`src/rtl/bin2bcd_seq_if.sv`:
```
// bin2bcd_seq_if: start/value request and BCD result bundle for bin2bcd_seq
interface bin2bcd_seq_if #(
    parameter int WIDTH  = 32,
    parameter int DIGITS = 10
);
    logic                start;
    logic [WIDTH-1:0]    bin;
    logic                busy;
    logic                done;
    logic [4*DIGITS-1:0] bcd;
    logic                overflow;
    modport master (output start, bin, input busy, done, bcd, overflow);
    modport slave  (input start, bin, output busy, done, bcd, overflow);
endinterface

```
`src/rtl/bin2bcd_seq.sv`:
```
// bin2bcd_seq: sequential double-dabble binary-to-BCD converter, one input bit per clock,
// with sticky overflow for values >= 10^DIGITS and optional leading-zero blanking.
module bin2bcd_seq #(
    parameter int WIDTH  = 32,
    parameter int DIGITS = 10,
    parameter int BLANK  = 0
) (
    input logic          clk,
    input logic          rst,
    bin2bcd_seq_if.slave bus
);
    localparam int BW = 4 * DIGITS;
    localparam int CW = $clog2(WIDTH + 1);
    typedef enum logic {IDLE, CONV} state_t;
    state_t           state_q, state_d;
    logic [WIDTH-1:0] bin_q, bin_d;
    logic [BW-1:0]    work_q, work_d, adj, next_w, blanked, bcd_q, bcd_d;
    logic [CW-1:0]    cnt_q, cnt_d;
    logic             carry_q, carry_d, ovf_q, ovf_d, done_q, done_d, carry_w, lead;

    for (genvar g = 0; g < DIGITS; g++) begin : g_adj
        assign adj[4*g+:4] = work_q[4*g+:4] >= 4'd5 ? work_q[4*g+:4] + 4'd3 : work_q[4*g+:4];
    end
    // the bit leaving the top digit is a carry into digit DIGITS, i.e. overflow
    assign next_w  = {adj[BW-2:0], bin_q[WIDTH-1]};
    assign carry_w = carry_q | adj[BW-1];

    always_comb begin
        blanked = next_w;
        lead    = 1'b1;
        for (int i = DIGITS - 1; i > 0; i--) begin
            lead = lead && (next_w[4*i+:4] == 4'd0);
            if (BLANK != 0 && lead) blanked[4*i+:4] = 4'hF;
        end
    end

    always_comb begin
        state_d = state_q;
        bin_d   = bin_q;
        work_d  = work_q;
        carry_d = carry_q;
        cnt_d   = cnt_q;
        bcd_d   = bcd_q;
        ovf_d   = ovf_q;
        done_d  = 1'b0;
        if (state_q == IDLE) begin
            if (bus.start) begin
                bin_d   = bus.bin;
                work_d  = '0;
                carry_d = 1'b0;
                cnt_d   = CW'(WIDTH);
                state_d = CONV;
            end
        end else begin
            bin_d   = bin_q << 1;
            work_d  = next_w;
            carry_d = carry_w;
            cnt_d   = cnt_q - 1'b1;
            if (cnt_q == CW'(1)) begin
                bcd_d   = blanked;
                ovf_d   = carry_w;
                done_d  = 1'b1;
                state_d = IDLE;
            end
        end
    end

    always_ff @(posedge clk or posedge rst) begin
        if (rst) begin
            state_q <= IDLE;
            bin_q   <= '0;
            work_q  <= '0;
            carry_q <= 1'b0;
            cnt_q   <= '0;
            bcd_q   <= '0;
            ovf_q   <= 1'b0;
            done_q  <= 1'b0;
        end else begin
            state_q <= state_d;
            bin_q   <= bin_d;
            work_q  <= work_d;
            carry_q <= carry_d;
            cnt_q   <= cnt_d;
            bcd_q   <= bcd_d;
            ovf_q   <= ovf_d;
            done_q  <= done_d;
        end
    end

    assign bus.busy     = state_q == CONV;
    assign bus.done     = done_q;
    assign bus.bcd      = bcd_q;
    assign bus.overflow = ovf_q;
endmodule

```
`src/flat_wrapper.sv`:
```
// flat-port wrapper written by rule: the top's interface ports become plain ports
module bin2bcd_seq_flat 
#(
    parameter int WIDTH  = 32,
    parameter int DIGITS = 10,
    parameter int BLANK  = 0
)
  (clk, rst, bus_start, bus_bin, bus_busy, bus_done, bus_bcd, bus_overflow);
  bin2bcd_seq_if #(.WIDTH(WIDTH), .DIGITS(DIGITS)) bus_i ();
  input logic clk;
  input logic rst;
  input wire logic [$bits(bus_i.start)-1:0] bus_start;
  input wire logic [$bits(bus_i.bin)-1:0] bus_bin;
  output wire logic [$bits(bus_i.busy)-1:0] bus_busy;
  output wire logic [$bits(bus_i.done)-1:0] bus_done;
  output wire logic [$bits(bus_i.bcd)-1:0] bus_bcd;
  output wire logic [$bits(bus_i.overflow)-1:0] bus_overflow;
  assign bus_i.start = bus_start;
  assign bus_i.bin = bus_bin;
  assign bus_busy = bus_i.busy;
  assign bus_done = bus_i.done;
  assign bus_bcd = bus_i.bcd;
  assign bus_overflow = bus_i.overflow;
  bin2bcd_seq #(.WIDTH(WIDTH), .DIGITS(DIGITS), .BLANK(BLANK)) u_core (.clk(clk), .rst(rst), .bus(bus_i));
endmodule
```
`config.mk`:
```
export PLATFORM = sky130hd
export DESIGN_NAME = bin2bcd_seq_flat
export DESIGN_NICKNAME = d
export VERILOG_FILES = /design/src/rtl/bin2bcd_seq_if.sv /design/src/rtl/bin2bcd_seq.sv /design/src/flat_wrapper.sv
export SDC_FILE = /design/constraint.sdc
export NUM_CORES = 1
export LEC_CHECK = 0
export CORE_MARGIN = 2
export CORE_UTILIZATION = 45
export DETAILED_ROUTE_END_ITERATION = 16
export GPL_TIMING_DRIVEN = 1
export PLACE_DENSITY_LB_ADDON = 0.1
export SYNTH_ARGS = -nofsm -noshare
export SYNTH_HDL_FRONTEND = slang
export SYNTH_SLANG_ARGS = --single-unit
```
`constraint.sdc`:
```
create_clock -name clk -period 12.9 [get_ports clk]
set_clock_uncertainty 0.1 [all_clocks]
set_input_delay 2.58 -clock clk [delete_from_list [all_inputs] [get_ports clk]]
set_output_delay 2.58 -clock clk [all_outputs]
set_load 0.02 [all_outputs]
```
==> results.cfg <==
[logic_synthesis]
synthCells = 556
ys_top_cells_by_area = dfrtp_1, mux2i_1, nand2_1
synth-seq-cells = 122
synth_seq_area_share_pct = 51.6
synth_ff_type = dfrtp_1
synth_top_area_share_pct = 51.6
ys_async_sr_fraction_pct = 100
syn_area_mm2 = 0.00592
syn-mean-instance-area_um2 = 10.6
syn_nets = 613
synth_edf_count = 0
synth_area_leader_cell = dfrtp_1
ys_warn_count = 0
synth_cell_types = 31

[clock_network]
clkSinkCount = 122
path_clk_slew_ns = 0.05
postCtsHoldBufs = 0
cts_max_level = 4
post_cts_resized = 0
cts_root_buf = clkbuf_16
clkLatencyLatePin_ns = 0.41
max-clock-path-buffers = 2
numCtsBuffers = 17
cts_tree = yes
post-cts-setup-buffers = 0

[outcome]
status = finished clean

[detailed_routing]
vias_per_cell = 5.15
vias = 4179
drt-initial-drc-count = 258
wl_per_cell_um = 14.1
drt_wl_total_um = 11400
ant_nets = 0
dr.pass1.iters = 7
drc = 0

[grt]
grt_usage_pct = 17.7
grt_overflow_total = 0
grt_start_max_net_pins = 95
grt_pass1_vias = 4098
grt_first_pass_wirelength_um = 19800
antenna_found_initial = 0

[setup_path]
cp_max_fo = 44
critical_path_class = reg2out
crit_path_start_kind = flop
critPathLaunch = u_core.bus.busy
cpMaxStageDelayCell = clkdlybuf4s50_1
crit_required_ns = 10.22
crit_chain = clkdlybuf4s50_1
slowest_delay_ns = 0.68
worst_r2r_startpoint = u_core.bus.busy
end_kind = primary output
crit_family = buffers and inverters
cp.buffers_inverters = 1
crit_arrival_ns = 1.77

[min_path]
hold_path.class = reg2reg
min_from = u_core.bus.bcd[4]

[sta]
post-route-min-period_ns = 4.45
tightest_slew_ns = 1.13
hold_violations = 0
post-route-period-util_pct = 34.5
max_freq_ghz = 0.225
setup_viol = 0
setup_tns_ns = 0
drv_slew = 0
rsz0062_at_grt = no
slew_headroom_pct = 24.5

[power]
p_leak_nw = 3.49
p_per_area_mw_per_mm2 = 259
ir_worst_vdd_uv = 115

[placed_design]
portBuffers = 77
dp_cells = 779
dpl.hpwl_um = 7240
finalWeightedCongestion = 0.780

[layout]
drive_gt1_share_pct = 8.45
antenna_cells = 0
syn_to_final_growth_pct = 24.5
final_cell_count_no_fill = 811
nets = 683

[die]
coreArea_mm2 = 0.0127
placementRows = 41
die_h_um = 119
pin_count = 78
floorplan.initialDensity_pct = 46.5
die_area_mm2 = 0.0141
fp.dieW_um = 119

[flow_run]
drv_cap = 0
[final timing paths]
path	cells past startpoint	to	slack [ns]
worst max-delay path	1	bus_busy	8.45
min in group asynchronous	2	u_core.work_q[6]	2.56
worst min register to register	2	u_core.bus.bcd[4]	0.37
worst max register to register	3	u_core.bus.bcd[2]	10.24
worst min-delay path	2	u_core.bus.bcd[4]	0.37
max in group asynchronous	3	u_core.bus.busy	8.80
[metal layers]
layer,routed length (um),up-vias,part of all wire [%],global-route usage [%]
met2,5460,65,48,27.9
met4,192,0,1.7,7.14
met5,0,-,0,0
li1,-,2076,-,-
met1,5380,2021,47,23.4
met3,401,17,3.5,4.25
[where the power goes]
| group | switching [mW] | internal (mW) | total, mW | leakage [nW] |
|---|---|---|---|---|
| Clock | 0.158 | 0.307 | 0.465 | 0.300 |
| Sequential | 0.132 | 0.546 | 0.678 | 1.56 |
| Combinational | 0.380 | 0.385 | 0.765 | 1.64 |
| Total | 0.669 | 1.24 | 1.91 | 3.49 |
[sequential cells by signal, summed over array words and instances (netlist names)]
name                 cells
u_core.work_q           40
u_core.bus.overflow      1
u_core.carry_q           1
u_core.bus.bcd          40
u_core.cnt_q             6
u_core.bus.busy          1
u_core.bus.done          1
u_core.bin_q            32
[cell type report]
cell class              instances  area [um^2]
fillers                      1139         5350
repair buffers                 80          788
well taps                     172          215
clock buffers                  24          502
multi-input cells             380         2620
clock inverters                 8         90.1
flip-flops and latches        122         3060
inverters                      25         97.6
[synthesized netlist by cell type (5+ instances only)]
cell      instances
nor3b_1          11
nand2_1          81
a21oi_1          22
o21ai_0          55
mux2_4           10
dfrtp_1         122
xnor2_1          10
a32o_1           10
a22o_1           10
clkbuf_1         11
mux2i_1          53
nor3_1           10
buf_2             9
nand2b_1         14
a31oi_1          10
inv_1            24
nor2_1           26
ha_1             22
a21o_1           18
mux2_1            5
buf_1             5
[cell families (layout without fill, tap and decap cells)]
family / count (synthesis) / count (layout) / synth area share [%]
and+or+nand+nor: 144 / 144 / 10.9
AOI/OAI and AO/OA: 128 / 128 / 13.4
DFF: 122 / 122 / 51.6
muxes: 72 / 72 / 13.2
buffers and inverters: 54 / 137 / 4.23
adders and majority gates: 22 / 22 / 4.65
xor gates and xnor gates: 14 / 14 / 2.07
[metrics by stage]
stage | hold slack [ns] | instance area, um^2 | setup slack [ns] | power, mW | utilization [%]
floorplan | 0.349 | 5920 | 6.98 | 1.22 | -
finish | 0.372 | 7370 | 8.45 | 1.91 | 57.9
global placement | 0.361 | 6780 | 8.24 | 1.43 | 53.3
detailed placement | 0.369 | 6780 | 8.23 | 1.45 | 53.3
global route | 0.401 | 7370 | 8.37 | 2.06 | 57.9
CTS | 0.381 | 7370 | 8.43 | 1.93 | 57.9
[layout by cell type, fill, tap and decap left out, types with 3 or more instances in the layout]
master           instances
a22o_1                  10
o21ai_0                 55
clkbuf_8                 5
a32o_1                  10
xnor2_1                 10
inv_1                   23
mux2_4                  10
buf_4                    3
a21oi_1                 22
a21o_1                  18
nand2_1                 81
xor2_1                   4
clkdlybuf4s50_1         76
dfrtp_1                121
clkbuf_16               17
nor2_1                  25
mux2_1                   5
nor3_1                  10
nor3b_1                 11
ha_1                    22
clkinv_2                 7
nand2b_1                14
mux2_2                   4
a31oi_1                 10
mux2i_1                 53
No activity file was read; power rests on OpenSTA's default activity.
